**src/rtl/bnn_layer_engine_if.sv**
```systemverilog
`timescale 1ns/1ps
// bnn_layer_engine_if
// Bundles the control handshake and the three memory ports of the
// binary-neural-network layer engine.
//   control : start, in_len, out_len, last -> busy, done, err
//   weights : w_addr -> w_data (one-cycle read latency)
//   acts in : x_rd_addr -> x_rd_data (one-cycle read latency)
//   acts out: x_wr_en, x_wr_addr, x_wr_data
//   result  : class_out, class_valid
// master = the engine, slave = the surrounding system / memories.
interface bnn_layer_engine_if #(
  parameter int LANES      = 4,
  parameter int W_ADDR_LEN = 20,
  parameter int X_ADDR_LEN = 10
);
  logic                  start;
  logic [X_ADDR_LEN-1:0] in_len;
  logic [X_ADDR_LEN-1:0] out_len;
  logic                  last;
  logic                  busy;
  logic                  done;
  logic                  err;
  logic [W_ADDR_LEN-1:0] w_addr;
  logic [LANES-1:0]      w_data;
  logic [X_ADDR_LEN-1:0] x_rd_addr;
  logic [LANES-1:0]      x_rd_data;
  logic                  x_wr_en;
  logic [X_ADDR_LEN-1:0] x_wr_addr;
  logic                  x_wr_data;
  logic [X_ADDR_LEN-1:0] class_out;
  logic                  class_valid;

  modport master (
    input  start, in_len, out_len, last, w_data, x_rd_data,
    output busy, done, err, w_addr, x_rd_addr, x_wr_en, x_wr_addr, x_wr_data,
           class_out, class_valid
  );

  modport slave (
    output start, in_len, out_len, last, w_data, x_rd_data,
    input  busy, done, err, w_addr, x_rd_addr, x_wr_en, x_wr_addr, x_wr_data,
           class_out, class_valid
  );
endinterface

```
**src/rtl/bnn_layer_engine.sv**
```systemverilog
`timescale 1ns/1ps
// bnn_layer_engine
// Runs one fully-connected binary layer: for each neuron it XNOR-popcounts
// in_len/LANES weight words against the input activation words, then either
// writes the sign bit (2*acc >= in_len) to activation memory or, in
// classification mode (last=1), tracks the argmax neuron.
// Ports:
//   clk  - rising-edge clock
//   rst  - asynchronous active-low reset
//   bus  - bnn_layer_engine_if.master (control, memory ports, result)
// ACC_W must exceed X_ADDR_LEN so the accumulator can hold in_len.
module bnn_layer_engine #(
  parameter int LANES      = 4,
  parameter int W_ADDR_LEN = 20,
  parameter int X_ADDR_LEN = 10,
  parameter int ACC_W      = 12
) (
  input logic                clk,
  input logic                rst,
  bnn_layer_engine_if.master bus
);

  typedef enum logic [2:0] {IDLE, FETCH, DRAIN, WRITE, FIN} state_t;

  localparam logic [X_ADDR_LEN-1:0] ONE_X = 1;
  localparam logic [W_ADDR_LEN-1:0] ONE_W = 1;

  state_t                state_q, state_d;
  logic [X_ADDR_LEN-1:0] in_len_q, out_len_q, k_last_q, n_q, k_q;
  logic                  last_q, err_q, fetch_d_q;
  logic [W_ADDR_LEN-1:0] w_ctr_q;
  logic [ACC_W-1:0]      acc_q, best_acc_q, pop;
  logic [X_ADDR_LEN-1:0] best_idx_q, new_best_idx, wr_addr_q, class_out_q;
  logic                  wr_data_q, class_valid_q;
  logic [LANES-1:0]      match;
  logic [X_ADDR_LEN-1:0] chunks;
  logic                  cfg_bad, act, last_neuron, take_best;

  assign chunks  = bus.in_len / X_ADDR_LEN'(LANES);
  assign cfg_bad = (bus.in_len == '0) || (bus.out_len == '0) ||
                   ((bus.in_len % X_ADDR_LEN'(LANES)) != '0);

  // Ties resolve to 1 because the comparison is >=.
  assign act = {acc_q, 1'b0} >= {{(ACC_W + 1 - X_ADDR_LEN){1'b0}}, in_len_q};

  assign last_neuron  = (n_q == out_len_q - ONE_X);
  // Strictly greater keeps the lowest index on ties.
  assign take_best    = (n_q == '0) || (acc_q > best_acc_q);
  assign new_best_idx = take_best ? n_q : best_idx_q;

  always_comb begin
    match = ~(bus.w_data ^ bus.x_rd_data);
    pop   = '0;
    for (int i = 0; i < LANES; i++) pop = pop + ACC_W'(match[i]);
  end

  always_ff @(posedge clk or negedge rst) begin
    if (!rst) state_q <= IDLE;
    else      state_q <= state_d;
  end

  always_comb begin
    state_d = state_q;
    case (state_q)
      IDLE:    if (bus.start) state_d = cfg_bad ? FIN : FETCH;
      FETCH:   if (k_q == k_last_q) state_d = DRAIN;
      DRAIN:   state_d = WRITE;
      WRITE:   state_d = last_neuron ? FIN : FETCH;
      FIN:     state_d = IDLE;
      default: state_d = IDLE;
    endcase
  end

  // Read data arrives one cycle after its address, so accumulation is keyed
  // off a delayed FETCH flag; the final word is added during DRAIN.
  always_ff @(posedge clk or negedge rst) begin
    if (!rst) begin
      in_len_q      <= '0;
      out_len_q     <= '0;
      last_q        <= 1'b0;
      err_q         <= 1'b0;
      k_last_q      <= '0;
      n_q           <= '0;
      k_q           <= '0;
      w_ctr_q       <= '0;
      acc_q         <= '0;
      fetch_d_q     <= 1'b0;
      best_acc_q    <= '0;
      best_idx_q    <= '0;
      wr_addr_q     <= '0;
      wr_data_q     <= 1'b0;
      class_out_q   <= '0;
      class_valid_q <= 1'b0;
    end else begin
      fetch_d_q <= (state_q == FETCH);
      if (fetch_d_q) acc_q <= acc_q + pop;
      case (state_q)
        IDLE: if (bus.start) begin
          in_len_q      <= bus.in_len;
          out_len_q     <= bus.out_len;
          last_q        <= bus.last;
          err_q         <= cfg_bad;
          k_last_q      <= chunks - ONE_X;
          n_q           <= '0;
          k_q           <= '0;
          w_ctr_q       <= '0;
          acc_q         <= '0;
          class_valid_q <= 1'b0;
        end
        FETCH: begin
          w_ctr_q <= w_ctr_q + ONE_W;
          if (k_q != k_last_q) k_q <= k_q + ONE_X;
        end
        WRITE: begin
          acc_q <= '0;
          k_q   <= '0;
          if (!last_q) begin
            wr_addr_q <= n_q;
            wr_data_q <= act;
          end else begin
            if (take_best) begin
              best_acc_q <= acc_q;
              best_idx_q <= n_q;
            end
            // Publish the result so it is already valid in the done cycle.
            if (last_neuron) begin
              class_out_q   <= new_best_idx;
              class_valid_q <= 1'b1;
            end
          end
          if (!last_neuron) n_q <= n_q + ONE_X;
        end
        default: ;
      endcase
    end
  end

  assign bus.busy        = (state_q != IDLE);
  assign bus.done        = (state_q == FIN);
  assign bus.err         = (state_q == FIN) && err_q;
  assign bus.w_addr      = w_ctr_q;
  assign bus.x_rd_addr   = k_q;
  assign bus.x_wr_en     = (state_q == WRITE) && !last_q;
  assign bus.x_wr_addr   = bus.x_wr_en ? n_q : wr_addr_q;
  assign bus.x_wr_data   = bus.x_wr_en ? act : wr_data_q;
  assign bus.class_out   = class_out_q;
  assign bus.class_valid = class_valid_q;

endmodule

```
**src/flat_wrapper.sv**
```systemverilog
// flat-port wrapper written by rule: the top's interface ports become plain ports
module bnn_layer_engine_flat 
#(
  parameter int LANES      = 4,
  parameter int W_ADDR_LEN = 20,
  parameter int X_ADDR_LEN = 10,
  parameter int ACC_W      = 12
)
  (clk, rst, bus_start, bus_in_len, bus_out_len, bus_last, bus_w_data, bus_x_rd_data, bus_busy, bus_done, bus_err, bus_w_addr, bus_x_rd_addr, bus_x_wr_en, bus_x_wr_addr, bus_x_wr_data, bus_class_out, bus_class_valid);
  bnn_layer_engine_if #(.LANES(LANES), .W_ADDR_LEN(W_ADDR_LEN), .X_ADDR_LEN(X_ADDR_LEN)) bus_i ();
  input logic clk;
  input logic rst;
  input wire logic [$bits(bus_i.start)-1:0] bus_start;
  input wire logic [$bits(bus_i.in_len)-1:0] bus_in_len;
  input wire logic [$bits(bus_i.out_len)-1:0] bus_out_len;
  input wire logic [$bits(bus_i.last)-1:0] bus_last;
  input wire logic [$bits(bus_i.w_data)-1:0] bus_w_data;
  input wire logic [$bits(bus_i.x_rd_data)-1:0] bus_x_rd_data;
  output wire logic [$bits(bus_i.busy)-1:0] bus_busy;
  output wire logic [$bits(bus_i.done)-1:0] bus_done;
  output wire logic [$bits(bus_i.err)-1:0] bus_err;
  output wire logic [$bits(bus_i.w_addr)-1:0] bus_w_addr;
  output wire logic [$bits(bus_i.x_rd_addr)-1:0] bus_x_rd_addr;
  output wire logic [$bits(bus_i.x_wr_en)-1:0] bus_x_wr_en;
  output wire logic [$bits(bus_i.x_wr_addr)-1:0] bus_x_wr_addr;
  output wire logic [$bits(bus_i.x_wr_data)-1:0] bus_x_wr_data;
  output wire logic [$bits(bus_i.class_out)-1:0] bus_class_out;
  output wire logic [$bits(bus_i.class_valid)-1:0] bus_class_valid;
  assign bus_i.start = bus_start;
  assign bus_i.in_len = bus_in_len;
  assign bus_i.out_len = bus_out_len;
  assign bus_i.last = bus_last;
  assign bus_i.w_data = bus_w_data;
  assign bus_i.x_rd_data = bus_x_rd_data;
  assign bus_busy = bus_i.busy;
  assign bus_done = bus_i.done;
  assign bus_err = bus_i.err;
  assign bus_w_addr = bus_i.w_addr;
  assign bus_x_rd_addr = bus_i.x_rd_addr;
  assign bus_x_wr_en = bus_i.x_wr_en;
  assign bus_x_wr_addr = bus_i.x_wr_addr;
  assign bus_x_wr_data = bus_i.x_wr_data;
  assign bus_class_out = bus_i.class_out;
  assign bus_class_valid = bus_i.class_valid;
  bnn_layer_engine #(.LANES(LANES), .W_ADDR_LEN(W_ADDR_LEN), .X_ADDR_LEN(X_ADDR_LEN), .ACC_W(ACC_W)) u_core (.clk(clk), .rst(rst), .bus(bus_i));
endmodule
```
**config.mk**
```make
export PLATFORM = sky130hd
export DESIGN_NAME = bnn_layer_engine_flat
export DESIGN_NICKNAME = d
export VERILOG_FILES = /design/src/rtl/bnn_layer_engine_if.sv /design/src/rtl/bnn_layer_engine.sv /design/src/flat_wrapper.sv
export SDC_FILE = /design/constraint.sdc
export NUM_CORES = 1
export LEC_CHECK = 0
export ABC_AREA = 1
export CORE_MARGIN = 2
export CORE_UTILIZATION = 51
export CTS_CLUSTER_SIZE = 12
export DETAILED_ROUTE_END_ITERATION = 8
export HOLD_SLACK_MARGIN = 0.15
export PLACE_DENSITY_LB_ADDON = 0.1
export REMOVE_ABC_BUFFERS = 1
export SLEW_MARGIN = 10
export SYNTH_ARGS = -nofsm -noshare
export SYNTH_HDL_FRONTEND = slang
export SYNTH_SLANG_ARGS = --single-unit
```
**constraint.sdc**
```tcl
create_clock -name clk -period 1.95 [get_ports clk]
set_input_delay 0.2925 -clock clk [delete_from_list [all_inputs] [get_ports clk]]
set_output_delay 0.2925 -clock clk [all_outputs]
set_load 0.01 [all_outputs]
```
==> results of run 1 <==
-- critical path: cells and delay by family (launching register included) --
kind / cells / cell delay [ps]
AOI/OAI and AO/OA: 2 / 310
adders and majority gates: 3 / 920
buffers and inverters: 2 / 290
DFF: 1 / 410
and+or+nand+nor: 4 / 310
-- layer usage --
metal	track usage	wire (um)
met5	0	0
met4	0.09914	469
met3	0.05155	1059
met2	0.3915	9273
met1	0.3292	8487
-- power groups by stage --
stage	registers (W)	clock network, W	logic [W]
floorplan	0.00370	0	0.00281
global placement	0.00372	0	0.00448
detailed placement	0.00373	0	0.00455
CTS	0.00370	0.00355	0.00495
global route	0.00382	0.00368	0.00654
finish	0.00374	0.00352	0.00591
-- state kept, by name, indices dropped and copies added, names as in the netlist --
| name | count |
|---|---|
| u_core.bus.w_addr | 20 |
| u_core.fetch_d_q | 1 |
| u_core.out_len_q | 10 |
| u_core.best_acc_q | 12 |
| u_core.wr_addr_q | 10 |
| u_core.k_last_q | 9 |
| u_core.wr_data_q | 1 |
| u_core.acc_q | 12 |
| u_core.bus.class_out | 10 |
| u_core.best_idx_q | 10 |
| u_core.last_q | 1 |
| u_core.state_q | 3 |
| u_core.bus.x_rd_addr | 10 |
| u_core.err_q | 1 |
| u_core.in_len_q | 10 |
| u_core.n_q | 10 |
| u_core.bus.class_valid | 1 |
-- cell type report --
cell class | instances | share of cell area
Multi-Input combinational cell | 666 | 0.3958
Sequential cell | 131 | 0.3151
Timing Repair Buffer | 177 | 0.1635
Clock buffer | 19 | 0.04255
Inverter | 113 | 0.04099
Tap cell | 184 | 0.02212
Clock inverter | 13 | 0.01995
-- final timing paths --
check / to / cells after the start / from
max: u_core.acc_q[6] / 11 / u_core.acc_q[0]
min reg2reg: u_core.bus.class_valid / 2 / u_core.bus.class_valid
max in group asynchronous: u_core.in_len_q[2] / 3 / rst
max reg2reg: u_core.acc_q[6] / 11 / u_core.acc_q[0]
min in group clk: u_core.in_len_q[0] / 3 / bus_in_len[0]
min: u_core.best_acc_q[0] / 2 / rst
-- synthesized netlist by cell type (2+ instances only) --
| cell type | n |
|---|---|
| sky130_fd_sc_hd__o21bai_1 | 3 |
| sky130_fd_sc_hd__ha_1 | 32 |
| sky130_fd_sc_hd__nand2_1 | 265 |
| sky130_fd_sc_hd__o31ai_1 | 7 |
| sky130_fd_sc_hd__o21a_1 | 2 |
| sky130_fd_sc_hd__a211oi_1 | 3 |
| sky130_fd_sc_hd__o21ai_0 | 51 |
| sky130_fd_sc_hd__inv_1 | 98 |
| sky130_fd_sc_hd__nor3b_1 | 2 |
| sky130_fd_sc_hd__mux2i_1 | 2 |
| sky130_fd_sc_hd__buf_4 | 4 |
| sky130_fd_sc_hd__nor2_4 | 7 |
| sky130_fd_sc_hd__xor2_1 | 17 |
| sky130_fd_sc_hd__nor2_1 | 62 |
| sky130_fd_sc_hd__nand3_2 | 4 |
| sky130_fd_sc_hd__nand2_2 | 3 |
| sky130_fd_sc_hd__nor3_1 | 16 |
| sky130_fd_sc_hd__dfrtp_1 | 131 |
| sky130_fd_sc_hd__nand3_1 | 62 |
| sky130_fd_sc_hd__nand4_1 | 14 |
| sky130_fd_sc_hd__nor4_1 | 7 |
| sky130_fd_sc_hd__o21ai_1 | 33 |
| sky130_fd_sc_hd__nor2_2 | 6 |
| sky130_fd_sc_hd__nand2_4 | 3 |
| sky130_fd_sc_hd__clkbuf_1 | 6 |
| sky130_fd_sc_hd__inv_2 | 14 |
| sky130_fd_sc_hd__fa_1 | 2 |
| sky130_fd_sc_hd__o22ai_1 | 3 |
| sky130_fd_sc_hd__a21oi_1 | 27 |
| sky130_fd_sc_hd__xnor2_1 | 20 |
| sky130_fd_sc_hd__nor2_8 | 2 |
| sky130_fd_sc_hd__buf_2 | 16 |
-- cell families (layout without fill, tap and decap cells) --
family | count (synthesis) | after routing | share of synthesized area
AOI/OAI and AO/OA | 135 | 135 | 0.09921
muxes | 2 | 2 | 0.002695
DFF | 131 | 131 | 0.4413
buffers and inverters | 139 | 322 | 0.07495
xor gates and xnor gates | 37 | 37 | 0.04362
adders and majority gates | 34 | 34 | 0.05929
and+or+nand+nor | 458 | 458 | 0.2789
-- metrics by stage --
step | instance area, um2 | hold WS, ps | utilization | std cells | total power [W]
global route | 10410 | 428.6 | 0.7245 | 1303 | 0.01403
detailed placement | 8979 | 277.1 | 0.6249 | 1250 | 0.008284
floorplan | 7296 | -3.091 | - | 910 | 0.006509
finish | 10410 | 379.8 | 0.7245 | 1303 | 0.01317
global placement | 8979 | 278.7 | 0.6249 | 1250 | 0.008196
CTS | 9960 | 403.6 | 0.6931 | 1289 | 0.01220
-- timing repair --
action	4_1_cts	5_1_grt
pin swaps	19	34
hold buffers	1	0
resized for setup	130	74
hold endpoints to repair	47	0
setup buffers	5	11
cloned	1	5
setup endpoints to repair	56	73
==> implementation parameters, run 1 <==
Parameter                              Value

Synthesis
  Async set-or-reset flop fraction in the synthesized netlist ... 1.000
  Total number of yosys warnings ... 0
  Number of synthesized flops with an enable pin ... 0
  #FFs+latches synth ... 131
  Most frequently used flop master after synthesis ... sky130_fd_sc_hd__dfrtp_1
  Largest area contributor in the synthesized netlist ... sky130_fd_sc_hd__dfrtp_1
  Cell area after technology mapping ... 0.007428 mm2
  Average footprint of a synthesized cell ... 7.936 um2
  Share of the synthesized area in the top cell type ... 0.4413
  Top post-synthesis cells by area ... sky130_fd_sc_hd__dfrtp_1 44%, sky130_fd_sc_hd__nand2_1 13%, sky130_fd_sc_hd__ha_1 5.4%, sky130_fd_sc_hd__inv_1 5.0%, sky130_fd_sc_hd__nand3_1 4.2%
  Post-Synthesis Cells ... 936
  Count of cell types in the netlist ... 44
  Sequential cell area fraction in the yosys report ... 0.4413

Critical path
  Worst path required time ... 2290 ps
  Startpoint Class ... register
  Internal reg-to-reg setup slack ... -390 ps
  CP Data Arrival Time ... 2680 ps
  Worst Setup Path Type ... reg -> reg
  Cell with the most instances on the worst path ... sky130_fd_sc_hd__nor2_1
  Slowest library cell on the worst path ... sky130_fd_sc_hd__fa_1
  Critical path endpoint category ... register
  Sequence of cells on the critical path ... buf_6, fa_1, ha_2, fa_2, nand2_2, a21oi_4, buf_4, nand3_2, nor2_1, nor2_1, a211oi_2
  Critical Path Max Stage Delay ... 500 ps
  Top fanout value on the critical path ... 3

Cells and area
  Fraction of layout cells with a size suffix above 1 ... 0.2395
  Diodes inserted ... 0
  Register area ... 0.003281 mm2
  Number of nets at the end of the flow ... 1,172
  Number of fill cells in the layout ... 1,080
  Syn-to-layout area delta ... 40.14%
  Leading cell types in the layout, fill and taps excluded ... 239 x sky130_fd_sc_hd__nand2_1, 129 x sky130_fd_sc_hd__dfrtp_1, 93 x sky130_fd_sc_hd__inv_1, 72 x sky130_fd_sc_hd__buf_4, 67 x sky130_fd_sc_hd__clkdlybuf4s50_1
  Most frequent standard cell in the layout excluding fill and tap cells ... sky130_fd_sc_hd__nand2_1
  Total area of multi-input combinational cells ... 0.004120 mm2

Floorplan
  Number of core rows ... 44
  Die Footprint ... 0.01555 mm2
  Die height ... 124.7 um
  Initial cell density of the core ... 0.5170
  Placeable core area ... 0.01437 mm2
  Width of the die ... 124.7 um
  Number of top-level pins ... 88

Timing
  Final setup violation count ... 53
  Highest attainable clock frequency ... 428.1 MHz
  RSZ-0062 raised after global routing ... yes
  Actual slew at the worst max-slew pin ... 503.2 ps
  Number of slew-limit violations in the final report ... 0
  Skew final ... 6.377 ps
  Clock period minus worst slack ... 2336 ps
  Worst max-slew margin expressed relative to the limit ... 0.6645
  Worst-case setup margin in the final layout ... -385.7 ps
  Final hold violations ... 0
  Final setup TNS ... -7793 ps
  Final Cycle Share ... 1.198

Place
  Final estimated routing congestion in global placement ... 0.9275
  Setup Slack @ Placement ... -1111 ps
  Count of input and output buffers ... 87
  Half-perimeter wire length after detailed placement ... 12,860 um

Clock tree
  Clock insertion delay at the later pin of the skew report ... 430 ps
  Clock root buffer master ... sky130_fd_sc_hd__clkbuf_16
  CTS clock-pin slew for the worst setup and hold paths ... 60 ps
  H-tree level count ... 4
  Clock Tree Buf Depth ... 2
  Total number of clock tree sinks ... 131
  Number of buffers inserted during clock tree synthesis ... 17
  TritonCTS clock tree ... done

Detailed routing
  Number of DRC markers after the initial detailed-route iteration ... 465
  Per-cell routed wire length ... 14.80 um
  Detailed-route via count ... 6,829
  Detailed-router iteration count before antenna repair ... 7
  Remaining antenna violation count ... 0
  Vias per cell ... 5.241
  Remaining DRCs ... 0
  Routed Wire Length ... 19,290 um

Global route
  Maximum number of pins on one net before global-route repair ... 51
  Via count of the first global-routing pass ... 6,444
  Leftover overflow at the end of global routing ... 0
  Number of antenna violations at the first check in global routing ... 0
  Global-route total usage across every layer ... 0.2458
  Wire length of the first global-routing pass ... 30,940 um

Status
  Violations in the final reports ... setup timing
  Run status ... complete, but fails checks

Power and ir drop
  Net Switching ... 0.004996 W
  Int Pwr ... 0.008173 W
  Power density over cell area ... 1265 mW/mm2
  Pleak ... 4.915 nW
  Combinational Power Share ... 0.449
  Clock power share ... 0.267
  Max IR drop VDD ... 0.7874 mV
  Switching share of power ... 0.3794
  Register share of total power ... 0.284

Flow run
  # Max-Cap Violations ... 0

Worst hold path
  Min-Delay Path Class ... in -> async
Power figures use the tool's default switching activity.
==> run 2: changes to the inputs <==
- CORE_MARGIN: 2 -> 3
==> run 2 against run 1 <==
Against the previous run:
- wire length up 3.6%
- the flow still finishes with violations (setup timing)
- critical path depth fell by 1
- clock skew grew 1.4 ps
- total power fell by 0.31%
- critical path type unchanged
- largest cell class unchanged
- core utilization rose by 1.8 points
- sequential power is essentially flat
- count of clock-buffer cells in the layout increased by 2
- via count increased by 1.6%
==> implementation parameters, run 2 (same netlist as run 1, synthesis figures left out) <==
Parameter                              Value

Status
  Run status ... complete, but fails checks
  Violations in the final reports ... setup timing

Power and ir drop
  Combinational Power Share ... 0.465
  Net Switching ... 0.005008 W
  Switching share of power ... 0.3815
  Max IR drop VDD ... 0.6917 mV
  Power density over cell area ... 1260 mW/mm2
  Pleak ... 4.955 nW
  Int Pwr ... 0.008120 W
  Register share of total power ... 0.284
  Clock power share ... 0.250

Timing
  Final hold violations ... 0
  Final Cycle Share ... 1.152
  Number of slew-limit violations in the final report ... 0
  Skew final ... 7.758 ps
  Highest attainable clock frequency ... 445.2 MHz
  Final setup violation count ... 54
  Worst-case setup margin in the final layout ... -296.0 ps
  Worst max-slew margin expressed relative to the limit ... 0.7260
  RSZ-0062 raised after global routing ... yes
  Actual slew at the worst max-slew pin ... 406.8 ps
  Clock period minus worst slack ... 2246 ps

Place
  Half-perimeter wire length after detailed placement ... 12,850 um
  Final estimated routing congestion in global placement ... 0.9334
  Count of input and output buffers ... 87
  Cell area reported after detailed placement ... 0.008991 mm2

Critical path
  CP Data Arrival Time ... 2570 ps
  Sequence of cells on the critical path ... fa_1, ha_4, fa_2, nand2_2, a21oi_4, buf_4, nand3_2, nor2_2, nor2_1, a211oi_1
  Internal reg-to-reg setup slack ... -300 ps
  Critical Path Max Stage Delay ... 590 ps
  Critical path endpoint category ... register
  Slowest library cell on the worst path ... sky130_fd_sc_hd__fa_1
  Top fanout value on the critical path ... 3
  Startpoint Class ... register
  Worst Setup Path Type ... reg -> reg
  Worst path required time ... 2280 ps

Detailed routing
  Detailed-route via count ... 6,941
  Number of DRC markers after the initial detailed-route iteration ... 486
  Routed Wire Length ... 19,980 um
  Vias per cell ... 5.315
  Detailed-router iteration count before antenna repair ... 5
  Remaining DRCs ... 0
  Remaining antenna violation count ... 0
  Per-cell routed wire length ... 15.30 um

Clock tree
  Clock Tree Buf Depth ... 2
  TritonCTS clock tree ... done
  CTS clock-pin slew for the worst setup and hold paths ... 60 ps
  H-tree level count ... 4
  Clock insertion delay at the later pin of the skew report ... 420 ps
  Clock root buffer master ... sky130_fd_sc_hd__clkbuf_16
  Number of buffers inserted during clock tree synthesis ... 17
  Total number of clock tree sinks ... 131

Cells and area
  Total area of multi-input combinational cells ... 0.004119 mm2
  Number of fill cells in the layout ... 1,007
  Leading cell types in the layout, fill and taps excluded ... 235 x sky130_fd_sc_hd__nand2_1, 131 x sky130_fd_sc_hd__dfrtp_1, 94 x sky130_fd_sc_hd__inv_1, 72 x sky130_fd_sc_hd__buf_4, 65 x sky130_fd_sc_hd__clkdlybuf4s50_1
  Post-route design area ... 0.01042 mm2
  Register area ... 0.003278 mm2
  Fraction of the core area covered by cells at the end of the flow ... 0.7421
  Diodes inserted ... 0
  Fraction of layout cells with a size suffix above 1 ... 0.2478
  Syn-to-layout area delta ... 40.29%
  Most frequent standard cell in the layout excluding fill and tap cells ... sky130_fd_sc_hd__nand2_1
  Number of nets at the end of the flow ... 1,180
  Max reg flops ... 20

Floorplan
  Width of the die ... 126.7 um
  Placeable core area ... 0.01404 mm2
  Number of core rows ... 43
  Number of top-level pins ... 88
  Initial cell density of the core ... 0.5290
  Die Footprint ... 0.01605 mm2
  Die height ... 126.7 um

Global route
  Maximum number of pins on one net before global-route repair ... 43
  Leftover overflow at the end of global routing ... 0
  Wire length of the first global-routing pass ... 31,400 um
  Via count of the first global-routing pass ... 6,447
  Global-route total usage across every layer ... 0.2400
  Number of antenna violations at the first check in global routing ... 0

Worst hold path
  Min-Delay Path Class ... in -> async

Flow run
  # Max-Cap Violations ... 0
[run 2: cell types whose count changed in the layout (fill, tap and decap cells not counted), sizes merged]
cell	delta
buf	+11
clkinv	+3
clkinvlp	-3
bufinv	-2
clkdlybuf4s15	-2
clkdlybuf4s50	-2
dlygate4sd2	+2
clkbuf	-1
inv	-1
nand2	+1
nand4	+1
[run 2: path summary, 6_finish.rpt]
path                                         end  cells after the start                 from
setup / recovery                 u_core.acc_q[6]                     10      u_core.acc_q[0]
hold / removal              u_core.best_acc_q[2]                      2                  rst
setup reg to reg                 u_core.acc_q[6]                     10      u_core.acc_q[0]
hold reg to reg              u_core.wr_addr_q[3]                      2  u_core.wr_addr_q[3]
max in group asynchronous  u_core.bus.w_addr[15]                      3                  rst
min in group clk              u_core.in_len_q[0]                      3        bus_in_len[0]
[run 2: layout make-up]
type                            instances  area share
Clock buffer                           21     0.04514
Clock inverter                         10     0.01261
Inverter                              113     0.04130
Multi-Input combinational cell        668      0.3952
Sequential cell                       131      0.3146
Tap cell                              180     0.02161
Timing Repair Buffer                  183      0.1695
[run 2: power by group through the flow]
stage               clock, W  combinational [W]  sequential [W]
finish               0.00329            0.00611         0.00373
global route         0.00343            0.00670         0.00380
CTS                  0.00332            0.00495         0.00370
detailed placement         0            0.00461         0.00373
global placement           0            0.00455         0.00372
floorplan                  0            0.00281         0.00370
[run 2: worst max-delay path, delay by kind of cell (launching register included)]
| kind | cells | cell delay (ps) |
|---|---|---|
| adders and majority gates | 3 | 960 |
| DFF | 1 | 420 |
| AOI/OAI and AO/OA | 2 | 320 |
| and+or+nand+nor | 4 | 300 |
| buffers and inverters | 1 | 150 |
[run 2: layer usage]
layer | track usage | vias to the layer above | wire length (um)
li1 | - | 3409 | -
met2 | 0.3923 | 198 | 9804
met5 | 0 | - | 0
met4 | 0.06625 | 0 | 272
met3 | 0.04295 | 29 | 1001
met1 | 0.3310 | 3305 | 8898
[run 2: timing repair]
item,CTS,global route
endpoints found under the hold margin,37,0
setup endpoints to repair,56,71
gates resized for setup,123,97
buffers inserted,4,12
hold buffers,1,0
pin swaps,27,20
gates cloned,2,6
[run 2: through the flow]
step	worst slack, ps	instances	TNS (ps)	hold WS [ps]	power [W]
3_5_place_dp	-1105	1250	-14740	239.4	0.008345
5_1_grt	-410.4	1306	-12110	403.6	0.01393
3_3_place_gp	-1027	1250	-13790	239.7	0.008269
2_1_floorplan	-485.3	910	-8359	-3.091	0.006509
4_1_cts	-281.7	1288	-2851	364.5	0.01198
6_report	-296.0	1306	-8367	364.5	0.01313
==> run 3: changes to the inputs <==
- CORE_MARGIN: 3 -> unset
- CORE_UTILIZATION: 51 -> 58
- DONT_BUFFER_PORTS: unset -> 1
==> run 3 against run 2 <==
Against the previous run:
- the run ends with hold timing, setup timing left
- count of clock-buffer cells in the layout is 1 higher
- sequential share of layout area increased by 1.5 points
- cell count fell by 6.0%
- clock power fell by 5%
- global-route usage up 7.8 points
- total power up 0.28%
- largest cell class unchanged
- highest routed layer unchanged
==> implementation parameters, run 3 (same netlist as run 1, synthesis figures left out) <==
Parameter                              Value

Timing
  Final setup violation count ... 52
  Final Cycle Share ... 1.203
  Clock period minus worst slack ... 2346 ps
  Final hold violations ... 131
  Actual slew at the worst max-slew pin ... 453.6 ps
  Skew final ... 8.363 ps
  Number of slew-limit violations in the final report ... 0
  Worst max-slew margin expressed relative to the limit ... 0.6953
  Worst-case setup margin in the final layout ... -395.6 ps
  Highest attainable clock frequency ... 426.3 MHz
  Final hold slack ... -439.9 ps
  RSZ-0062 raised after global routing ... yes

Clock tree
  Number of buffers inserted during clock tree synthesis ... 17
  TritonCTS clock tree ... done
  Number of hold buffers added after CTS ... 20
  Clock insertion delay at the later pin of the skew report ... 430 ps
  Total number of clock tree sinks ... 131
  Clock Tree Buf Depth ... 2
  H-tree level count ... 4
  Clock root buffer master ... sky130_fd_sc_hd__clkbuf_16
  CTS clock-pin slew for the worst setup and hold paths ... 60 ps

Critical path
  Worst path required time ... 2250 ps
  Critical path endpoint category ... register
  Critical Path Max Stage Delay ... 580 ps
  Startpoint Class ... register
  Slowest library cell on the worst path ... sky130_fd_sc_hd__fa_2
  Buf+Inv Stages, Crit Path ... 0
  Category of cells accounting for the largest share of critical-path delay ... adder cells
  Top fanout value on the critical path ... 2
  Worst Setup Path Type ... reg -> reg
  Cell with the most instances on the worst path ... sky130_fd_sc_hd__fa_2
  Sequence of cells on the critical path ... fa_2, ha_4, fa_2, nand2_4, a21oi_4, nand3_2, nor2_1, nand2_1, o21ai_2, a21oi_1
  CP Data Arrival Time ... 2650 ps

Power and ir drop
  Switching share of power ... 0.4040
  Pleak ... 4.697 nW
  Combinational Power Share ... 0.475
  Max IR drop VDD ... 0.7637 mV
  Register share of total power ... 0.287
  Net Switching ... 0.005318 W
  Power density over cell area ... 1321 mW/mm2
  Clock power share ... 0.237
  Int Pwr ... 0.007847 W

Cells and area
  Max reg flops ... 20
  Syn-to-layout area delta ... 34.14%
  Most frequent standard cell in the layout excluding fill and tap cells ... sky130_fd_sc_hd__nand2_1
  Fraction of layout cells with a size suffix above 1 ... 0.2701
  Leading cell types in the layout, fill and taps excluded ... 222 x sky130_fd_sc_hd__nand2_1, 126 x sky130_fd_sc_hd__dfrtp_1, 96 x sky130_fd_sc_hd__inv_1, 69 x sky130_fd_sc_hd__buf_4, 55 x sky130_fd_sc_hd__nand3_1
  Fraction of the core area covered by cells at the end of the flow ... 0.8127
  Diodes inserted ... 0
  Number of nets at the end of the flow ... 1,112
  Fin cells ... 1,227

Flow run
  # Max-Cap Violations ... 0

Worst hold path
  Min-Delay Path Class ... in -> async

Detailed routing
  Routed Wire Length ... 21,780 um
  Remaining antenna violation count ... 0
  Detailed-router iteration count before antenna repair ... 7
  Per-cell routed wire length ... 17.75 um
  Detailed-route via count ... 7,028
  Remaining DRCs ... 0
  Vias per cell ... 5.728
  Number of DRC markers after the initial detailed-route iteration ... 584

Floorplan
  Placeable core area ... 0.01226 mm2
  Initial cell density of the core ... 0.6058
  Width of the die ... 115.2 um
  Number of core rows ... 40
  Die height ... 115.2 um
  Die Footprint ... 0.01326 mm2
  Number of top-level pins ... 88

Global route
  Wire length of the first global-routing pass ... 32,430 um
  Global-route total usage across every layer ... 0.3184
  Leftover overflow at the end of global routing ... 0
  Via count of the first global-routing pass ... 6,859
  Number of antenna violations at the first check in global routing ... 0
  Maximum number of pins on one net before global-route repair ... 132

Place
  Count of input and output buffers ... 0
  Final estimated routing congestion in global placement ... 0.9228
  Placed cells ... 1,128
  Half-perimeter wire length after detailed placement ... 12,470 um

Status
  Run status ... complete, but fails checks
  Violations in the final reports ... hold timing, setup timing
## run 3: through the flow
step	TNS, ps	setup WS, ps	power, W	hold slack (ps)	instance area, um2
2_1_floorplan	-8359	-485.3	0.006509	-3.091	7296
3_3_place_gp	-4048	-536.9	0.007604	1.255	7906
3_5_place_dp	-7288	-669.5	0.007788	0.1302	7906
4_1_cts	-1239	-245.6	0.01168	-446.7	9375
5_1_grt	-9452	-448.1	0.01385	-450.5	9965
6_report	-5287	-395.6	0.01317	-439.9	9965
## run 3: power by group through the flow
stage / Combinational (W) / Clock, W / Sequential (W)
after floorplan: 0.00281 / 0 / 0.00370
after global placement: 0.00385 / 0 / 0.00375
after detailed placement: 0.00402 / 0 / 0.00376
after CTS: 0.00483 / 0.00313 / 0.00372
after global routing: 0.00676 / 0.00325 / 0.00384
final: 0.00626 / 0.00313 / 0.00378
## run 3: final cells by class
class | instances | area, um2
Clock buffer | 22 | 464.2
Clock inverter | 10 | 107.6
Fill cell | 755 | 2297
Inverter | 113 | 454.2
Multi-Input combinational cell | 668 | 4335
Sequential cell | 131 | 3284
Tap cell | 168 | 210.2
Timing Repair Buffer | 114 | 1092
Timing Repair inverter | 1 | 16.27
## run 3: path summary, 6_finish.rpt
path                                       from                   end  slack, ps  cells after the start
max                             u_core.acc_q[0]      u_core.acc_q[10]       -400                     10
min                                         rst  u_core.best_acc_q[0]       -440                      0
max reg2reg                     u_core.acc_q[0]      u_core.acc_q[10]       -400                     10
min reg2reg                u_core.best_acc_q[6]  u_core.best_acc_q[6]        480                      2
max in group asynchronous                   rst  u_core.bus.w_addr[2]       2170                      0
min in group clk                  bus_in_len[4]    u_core.k_last_q[4]        160                      5
## run 3: repair_timing
action,4_1_cts,5_1_grt
buffers inserted,20,21
gates cloned,5,3
hold endpoints to repair,159,131
setup endpoints to repair,48,70
resized for setup,98,107
pin swaps,25,36
## run 3: metal layers
layer	wire (um)	global-route usage
met4	680	0.1325
met5	0	0
met1	8715	0.3870
met2	10960	0.5369
met3	1426	0.08487
